[src/rtl/sram_bwe_pkg.sv]
// sram_bwe_pkg: shared types and elaboration helpers for the byte-enable SRAM.
package sram_bwe_pkg;

  // Two-state controller: sweeping the array to zero, or serving requests.
  typedef enum logic {
    ST_CLEAR = 1'b0,
    ST_IDLE  = 1'b1
  } state_e;

  // Number of words addressed by an a_width-bit address.
  function automatic int calc_depth(input int a_width);
    return 1 << a_width;
  endfunction

  // One write enable per data byte.
  function automatic int calc_be_width(input int d_width);
    return d_width / 8;
  endfunction

  // Data must be whole bytes and only one- or two-cycle read latency is built.
  function automatic bit params_legal(input int d_width, input int read_latency);
    return (d_width > 0) && ((d_width % 8) == 0) &&
           ((read_latency == 1) || (read_latency == 2));
  endfunction

endpackage

[src/rtl/sram_rd_pipe.sv]
// sram_rd_pipe: read-return delay line. The head valid flop is aligned with the
// memory's registered read data; STAGES further valid/data stages add latency.
// All valid flops are cleared by the synchronous flush.
module sram_rd_pipe
  import sram_bwe_pkg::*;
#(
  parameter int D_WIDTH = 32,
  parameter int STAGES  = 0
) (
  input  logic               Clk,
  input  logic               flush,
  input  logic               in_valid,
  input  logic [D_WIDTH-1:0] in_data,
  output logic               out_valid,
  output logic [D_WIDTH-1:0] out_data
);

  logic                            head_vld_q;
  logic                            head_vld_d;
  logic [STAGES:0]                 vld_chain;
  logic [STAGES:0][D_WIDTH-1:0]    dat_chain;

  // Head valid follows the accepted-read pulse by one cycle.
  always_comb begin
    head_vld_d = in_valid;
  end

  // Head valid register; flush discards the read whose data is being captured.
  always_ff @(posedge Clk) begin
    if (flush) begin
      head_vld_q <= 1'b0;
    end else begin
      head_vld_q <= head_vld_d;
    end
  end

  assign vld_chain[0] = head_vld_q;
  assign dat_chain[0] = in_data;

  for (genvar gi = 0; gi < STAGES; gi++) begin : g_stage
    logic               vld_q;
    logic               vld_d;
    logic [D_WIDTH-1:0] dat_q;
    logic [D_WIDTH-1:0] dat_d;

    // Stage input is simply the previous stage's output.
    always_comb begin
      vld_d = vld_chain[gi];
      dat_d = dat_chain[gi];
    end

    // Stage registers; only the valid bit needs flushing.
    always_ff @(posedge Clk) begin
      if (flush) begin
        vld_q <= 1'b0;
      end else begin
        vld_q <= vld_d;
      end
      dat_q <= dat_d;
    end

    assign vld_chain[gi+1] = vld_q;
    assign dat_chain[gi+1] = dat_q;
  end

  assign out_valid = vld_chain[STAGES];
  assign out_data  = dat_chain[STAGES];

endmodule

[src/rtl/sram_bwe_pipe.sv]
// sram_bwe_pipe: single-port synchronous SRAM with per-byte write enables,
// Req/Ready handshake, 1- or 2-cycle read latency with Rd_Valid, and a
// sequential clear sweep started by reset (optionally) or by Clr.
module sram_bwe_pipe
  import sram_bwe_pkg::*;
#(
  parameter int A_WIDTH        = 7,
  parameter int D_WIDTH        = 32,
  parameter int READ_LATENCY   = 1,
  parameter int CLEAR_ON_RESET = 1
) (
  input  logic                 Clk,
  input  logic                 Rst,
  input  logic                 Clr,
  input  logic                 Req,
  input  logic                 RW,
  input  logic [A_WIDTH-1:0]   Addr,
  input  logic [D_WIDTH-1:0]   Data_In,
  input  logic [D_WIDTH/8-1:0] Byte_En,
  output logic                 Ready,
  output logic                 Busy,
  output logic [D_WIDTH-1:0]   Data_Out,
  output logic                 Rd_Valid
);

  localparam int                 DEPTH       = calc_depth(A_WIDTH);
  localparam int                 BE_WIDTH    = calc_be_width(D_WIDTH);
  localparam logic [A_WIDTH-1:0] LAST_ADDR   = A_WIDTH'(DEPTH - 1);
  localparam state_e             RESET_STATE = (CLEAR_ON_RESET != 0) ? ST_CLEAR : ST_IDLE;

  if (!params_legal(D_WIDTH, READ_LATENCY)) begin : g_param_check
    $error("sram_bwe_pipe: D_WIDTH must be a multiple of 8 and READ_LATENCY 1 or 2");
  end

  state_e               state_q;
  state_e               state_d;
  logic [A_WIDTH-1:0]   clr_addr_q;
  logic [A_WIDTH-1:0]   clr_addr_d;

  logic                 req_ok;
  logic                 wr_acc;
  logic                 rd_acc;

  logic [BE_WIDTH-1:0]  mem_we;
  logic [A_WIDTH-1:0]   mem_waddr;
  logic [D_WIDTH-1:0]   mem_wdata;
  logic [D_WIDTH-1:0]   mem_q [DEPTH];
  logic [D_WIDTH-1:0]   rd_data_q;

  logic                 pipe_vld;
  logic [D_WIDTH-1:0]   pipe_dat;

  // State and sweep-address registers; reset either starts a sweep or goes idle.
  always_ff @(posedge Clk) begin
    if (Rst) begin
      state_q    <= RESET_STATE;
      clr_addr_q <= '0;
    end else begin
      state_q    <= state_d;
      clr_addr_q <= clr_addr_d;
    end
  end

  // Next state: Clr always (re)starts the sweep at address 0; the sweep ends
  // on the edge that writes the last word.
  always_comb begin
    state_d    = state_q;
    clr_addr_d = clr_addr_q;
    case (state_q)
      ST_IDLE: begin
        if (Clr) begin
          state_d    = ST_CLEAR;
          clr_addr_d = '0;
        end
      end
      ST_CLEAR: begin
        if (Clr) begin
          clr_addr_d = '0;
        end else begin
          clr_addr_d = clr_addr_q + A_WIDTH'(1);
          if (clr_addr_q == LAST_ADDR) begin
            state_d = ST_IDLE;
          end
        end
      end
      default: begin
        state_d = RESET_STATE;
      end
    endcase
  end

  // Status outputs come straight from the state.
  always_comb begin
    Ready = (state_q == ST_IDLE);
    Busy  = (state_q == ST_CLEAR);
  end

  // Request acceptance: Rst and Clr both pre-empt a request in the same cycle.
  always_comb begin
    req_ok = Req && Ready && !Clr && !Rst;
    wr_acc = req_ok && RW;
    rd_acc = req_ok && !RW;
  end

  // Single write port shared by the clear sweep and byte-enabled user writes.
  always_comb begin
    mem_we    = '0;
    mem_waddr = Addr;
    mem_wdata = Data_In;
    if (!Rst) begin
      if (state_q == ST_CLEAR) begin
        mem_we    = '1;
        mem_waddr = clr_addr_q;
        mem_wdata = '0;
      end else if (wr_acc) begin
        mem_we = Byte_En;
      end
    end
  end

  // Byte-lane write into the array; lanes with a clear enable keep their data.
  always_ff @(posedge Clk) begin
    for (int i = 0; i < BE_WIDTH; i++) begin
      if (mem_we[i]) begin
        mem_q[mem_waddr][8*i +: 8] <= mem_wdata[8*i +: 8];
      end
    end
  end

  // Registered read, captured only on an accepted read.
  always_ff @(posedge Clk) begin
    if (rd_acc) begin
      rd_data_q <= mem_q[Addr];
    end
  end

  sram_rd_pipe #(
    .D_WIDTH (D_WIDTH),
    .STAGES  (READ_LATENCY - 1)
  ) u_rd_pipe (
    .Clk       (Clk),
    .flush     (Rst),
    .in_valid  (rd_acc),
    .in_data   (rd_data_q),
    .out_valid (pipe_vld),
    .out_data  (pipe_dat)
  );

  // Read-return outputs; data is held at zero whenever no read is presented.
  always_comb begin
    Rd_Valid = pipe_vld;
    Data_Out = pipe_vld ? pipe_dat : '0;
  end

endmodule

[config.mk]
export PLATFORM = sky130hd
export DESIGN_NAME = sram_bwe_pipe
export DESIGN_NICKNAME = d
export VERILOG_FILES = /design/src/rtl/sram_bwe_pkg.sv /design/src/rtl/sram_rd_pipe.sv /design/src/rtl/sram_bwe_pipe.sv
export SDC_FILE = /design/constraint.sdc
export NUM_CORES = 2
export LEC_CHECK = 0
export CAP_MARGIN = 20
export CORE_MARGIN = 2
export CORE_UTILIZATION = 50
export CTS_CLUSTER_DIAMETER = 40
export DETAILED_ROUTE_END_ITERATION = 16
export GPL_ROUTABILITY_DRIVEN = 0
export GPL_TIMING_DRIVEN = 1
export PLACE_DENSITY_LB_ADDON = 0.15
export SLEW_MARGIN = 30
export SYNTH_ARGS = -nofsm -noshare
export SYNTH_HDL_FRONTEND = slang
export SYNTH_HIERARCHICAL = 1
export SYNTH_SLANG_ARGS = --single-unit
[constraint.sdc]
create_clock -name Clk -period 7.4 [get_ports Clk]
set_input_delay 1.11 -clock Clk [delete_from_list [all_inputs] [get_ports Clk]]
set_output_delay 1.11 -clock Clk [all_outputs]
set_load 0.03 [all_outputs]
After elaboration in Yosys (flattened, before gate mapping)
Memories as Yosys holds them, arrays and structs flattened. A register that Yosys moved wholly into a read port is not among the register bits.
Cells that the tools add are included.
Word-level totals
  memories kept: 1
  output and inout bits: 35
  bits of input ports: 48
  register bits: 9
  latch bits: 0
  logic and storage cells: 39
  ROM bits: 0
  memory bits (writable): 4096
Cells by class
  multiplexer cells: 23
  equality and inequality tests: 2
  add/sub/neg operators: 1
  bitwise operators: 1
  divide/modulo/power cells: 0
  magnitude comparators: 0
  $mul: 0
  reduce and logical (&&, ||, !) cells: 8
  shift operators: 0
Memories
  mem_q: depth 128, width 32, read ports 1, clocked after memory_dff 1, wr ports 1, line sram_bwe_pipe.sv:47  | logic [D_WIDTH-1:0] mem_q [DEPTH];
Operators by type and width (count)
  $mux W32: 3
  $mux W7: 4
  $pmux W7 S2: 1
  $mux W4: 3
  $mux W1: 11
  $add A7 B1 Y7 const B: 1
  $eq A7 B7 Y1 const B: 1
  $logic_and A1 B1 Y1: 5
  $logic_not A1 Y1: 3
  $ne A2 B2 Y1 const B: 1
  $pmux W1 S2: 1
  $not A1 Y1: 1

Longest topological paths before layout
  depth in word-level cells: 9
  depth in mapped cells: 9
  depth with buffers taken out: 5

Modules after synthesis
Netlist, hierarchy kept.
By module, submodules not included
  sram_bwe_pipe: times used 1, area each 159534.3 um2, seq. area each 124119.0 um2, cells an instance 6635
  sram_rd_pipe: times used 1, area each 274.0 um2, seq. area each 20.0 um2, cells an instance 34

Worst setup path after synthesis
No wires, ideal clock.
  path type: input port to flip-flop
  from: input Rst
  to: memory mem_q[0][10] (data pin)
  slack: 1.828 ns
  library setup time: 0.825 ns
  required time: 6.575 ns
  arrival time: 4.746 ns
  buffers on the path: 2
  stages: 4
  path through: nor2_1 clkbuf_1 clkbuf_1 nor2b_1
Between the ends
  word-level cells in the longest chain between the ends: 1
RTL lines
  from (decl): line sram_bwe_pipe.sv:13  | input logic Rst,
  $mux W32: line sram_bwe_pipe.sv:110  | if (!Rst) begin
  net mem_wdata[10]: line sram_bwe_pipe.sv:46  | logic [D_WIDTH-1:0] mem_wdata;
  to (decl): line sram_bwe_pipe.sv:47
The timed path passes the listed nets, and every way through them passes these cells.

Worst setup path after layout
  from: input Rst
  to: memory mem_q[123][28] (enable)
Between the ends
  word-level cells in the longest chain between the ends: 8
  elaborated cells on any way between the ends: 9
  those cells by class: mux (6); reduce/logical (3)
RTL lines
  $logic_not A1 Y1
  $logic_and A1 B1 Y1: line sram_bwe_pipe.sv:100  | req_ok = Req && Ready && !Clr && !Rst;
  $logic_and A1 B1 Y1: line sram_bwe_pipe.sv:101  | wr_acc = req_ok && RW;
  $mux W4: line sram_bwe_pipe.sv:115  | end else if (wr_acc) begin
  $mux W4: line sram_bwe_pipe.sv:111  | if (state_q == ST_CLEAR) begin
  $mux W4: line sram_bwe_pipe.sv:110
  $mux W1: line sram_bwe_pipe.sv:124  | if (mem_we[i]) begin
  $mux W1 (not written as such): line sram_bwe_pipe.sv:125  | mem_q[mem_waddr][8*i +: 8] <= mem_wdata[8*i +: 8];
Parallel ways exist; a longest one is shown, timed or not.

==> impl_metrics.json <==
{
  "setup_viol": 0,
  "synth-main-ff-cell": "edfxtp_1",
  "synth_edf_count": 4128,
  "final_common_cell": "edfxtp_1",
  "worst_pin_slew_ns": 1.056,
  "timing.final.max_slew_violations": 0,
  "final.period_utilization_pct": 65.35,
  "finalWirelength_microns": 385600,
  "clkTransAtPathRegs_ns": 0.05,
  "nFillCells": 22341,
  "max_freq_mhz": 206.8,
  "drt-pass1-iter-count": 5,
  "clk_path_buf_depth": 4,
  "wire_per_inst_microns": 33.15,
  "max-vdd-ir-drop_mv": 0.2730,
  "switching_power_w": 0.01156,
  "cts_root_buf": "clkbuf_16",
  "synth.avg_cell_area_sq_um": 23.96,
  "outcome": "complete, no violations",
  "fp.dieW_microns": 569.3,
  "dpl.hpwl_microns": 228400,
  "nets": 7061,
  "cp.arrival_ns": 5.44,
  "rsz0062_at_grt": "no",
  "power.share.switching_pct": 21.27,
  "yosysSeqAreaShare_pct": 77.68,
  "finalClockSkew_ns": 0.03546,
  "final_cell_mix": "edfxtp_1, mux4_2, clkbuf_16",
  "power.leakage_nw": 57.48,
  "synthDistinctLibCells": 40,
  "cts_htree_levels": 6,
  "grt_pass1_vias": 74764,
  "syn_nets": 6718,
  "finalHoldViolations": 0,
  "drive_gt1_share_pct": 33.24,
  "cts_resized": 0,
  "worst_slew_margin_rel_pct": 29.57,
  "avgViaCountPerCell": 6.250,
  "num_io_pins": 83,
  "synth_area_sq_um": 159800,
  "vias": 72693,
  "path_class": "in2reg",
  "post_cts_buffers": 0,
  "power.share.combinational_pct": 4.4,
  "syn2layout_area_growth_pct": 15.30,
  "endpoint_kind": "flop",
  "dieArea_sq_um": 324200,
  "async_flop_share_pct": 0,
  "syn_inst": 6669,
  "fin_crit_ns": 4.836,
  "grt_start_max_net_pins": 129,
  "crit_required_ns": 8.00,
  "ys_seq_elements": 4137,
  "critPathMaxFanout": 32,
  "clkPwrFrac_pct": 48.0,
  "hold_buffers": 0,
  "min_path_type": "reg2reg",
  "numCtsBuffers": 529,
  "finish.utilization_pct": 57.93,
  "clock_latency_ns": 1.01,
  "die_h_microns": 569.3,
  "port_buffers": 82,
  "power.internal_w": 0.04280,
  "worstSetupStartpointType": "input pin",
  "grt_overflow_total": 0,
  "tns_ns": 0,
  "antenna_found_initial": 25,
  "maxCapViolCount": 0,
  "grt_util_all_layers_pct": 23.92,
  "core_area_sq_um": 318100,
  "drc": 0,
  "p_total_w": 0.05436,
  "holdWs_ns": 0.5607,
  "tritoncts": "built",
  "drt_iter0_markers": 8325,
  "grt_pass1_wl_microns": 553800,
  "core.rowCount": 207,
  "clock_sinks": 4137,
  "final_antenna_net_count": 0,
  "floorplan.initialDensity_pct": 50.25,
  "seq_power_share_pct": 47.6,
  "powerDensity_nw_per_um2": 295.0,
  "ys_warn_count": 6
}
## path summary, 6_finish.rpt
path	end	from	cells past startpoint	slack (ns)
hold / removal	clr_addr_q[5]	clr_addr_q[5]	2	0.56
setup reg to reg	mem_q[113][4]	Ready	5	3.04
hold reg to reg	clr_addr_q[5]	clr_addr_q[5]	2	0.56
setup / recovery	mem_q[123][28]	Rst	7	2.56
## worst max-delay path: stages
cell and delay (ns):
clkdlybuf4s50_1 0.83, nor2_4 0.81, buf_4 0.59, mux2i_1 0.29, buf_4 0.26, nand2_2 0.60, nor2_1 0.88
## stage by stage
stage | setup WS, ns | cell area (sq um) | std cells
after CTS | 2.656 | 184200 | 11624
after global placement | 1.504 | 165900 | 10654
after floorplan | 1.828 | 159800 | 6669
after global routing | 2.387 | 184200 | 11626
final | 2.564 | 184300 | 11631
after detailed placement | 1.619 | 166100 | 10660
## layout make-up
cell class / count / area (sq um) / share of cell area (%)
clock inverter: 374 / 4482 / 2.432
multi-input combinational: 2095 / 34140 / 18.53
tap: 4180 / 5230 / 2.838
sequential: 4137 / 124100 / 67.37
clock buffer: 590 / 13640 / 7.401
inverter: 2 / 7.507 / 0.004074
antenna: 6 / 15.01 / 0.008148
timing repair buffer: 247 / 2614 / 1.419
## power by group through the flow
stage | Clock (W) | Sequential [W] | Combinational [W]
final | 0.0261 | 0.0259 | 0.00242
after global routing | 0.0274 | 0.0258 | 0.00253
after CTS | 0.0264 | 0.0258 | 0.00246
after detailed placement | 0 | 0.0263 | 0.00245
after global placement | 0 | 0.0263 | 0.00242
after floorplan | 0 | 0.0264 | 0.00145
## state kept, by name, indices dropped and copies added (netlist names)
signal / cells
Ready: 1
clr_addr_q: 7
mem_q: 4096
rd_data_q: 32
u_rd_pipe/out_valid: 1
## per-layer routing
| metal | GRT usage [%] | part of all wire (%) | up-vias |
|---|---|---|---|
| li1 | - | - | 29357 |
| met1 | 35.16 | 41 | 39731 |
| met2 | 37.81 | 49 | 3059 |
| met3 | 3.888 | 7.5 | 536 |
| met4 | 6.279 | 2.5 | 10 |
| met5 | 0 | 0.016 | - |
## Yosys cell counts (9+ instances only)
cell type | n | area share (%)
nor2_1 | 507 | 1.2
buf_1 | 66 | 0.16
mux2_2 | 32 | 0.23
nor2b_1 | 33 | 0.13
and2_1 | 32 | 0.13
mux4_2 | 1344 | 19
clkbuf_1 | 242 | 0.57
nor3_1 | 17 | 0.053
buf_2 | 94 | 0.29
nand2_1 | 36 | 0.085
buf_4 | 32 | 0.15
edfxtp_1 | 4128 | 78
dfxtp_1 | 9 | 0.11
nand3_1 | 35 | 0.11
## logic make-up after synthesis
kind of cell / share of synthesized area, %
fa+ha+maj: 0.007828
buf+inv: 1.180
xor+xnor: 0.02741
mux: 19.19
compound gates: 0.09944
flops: 77.68
simple gates: 1.820
No activity file was read; power rests on OpenSTA's default activity.
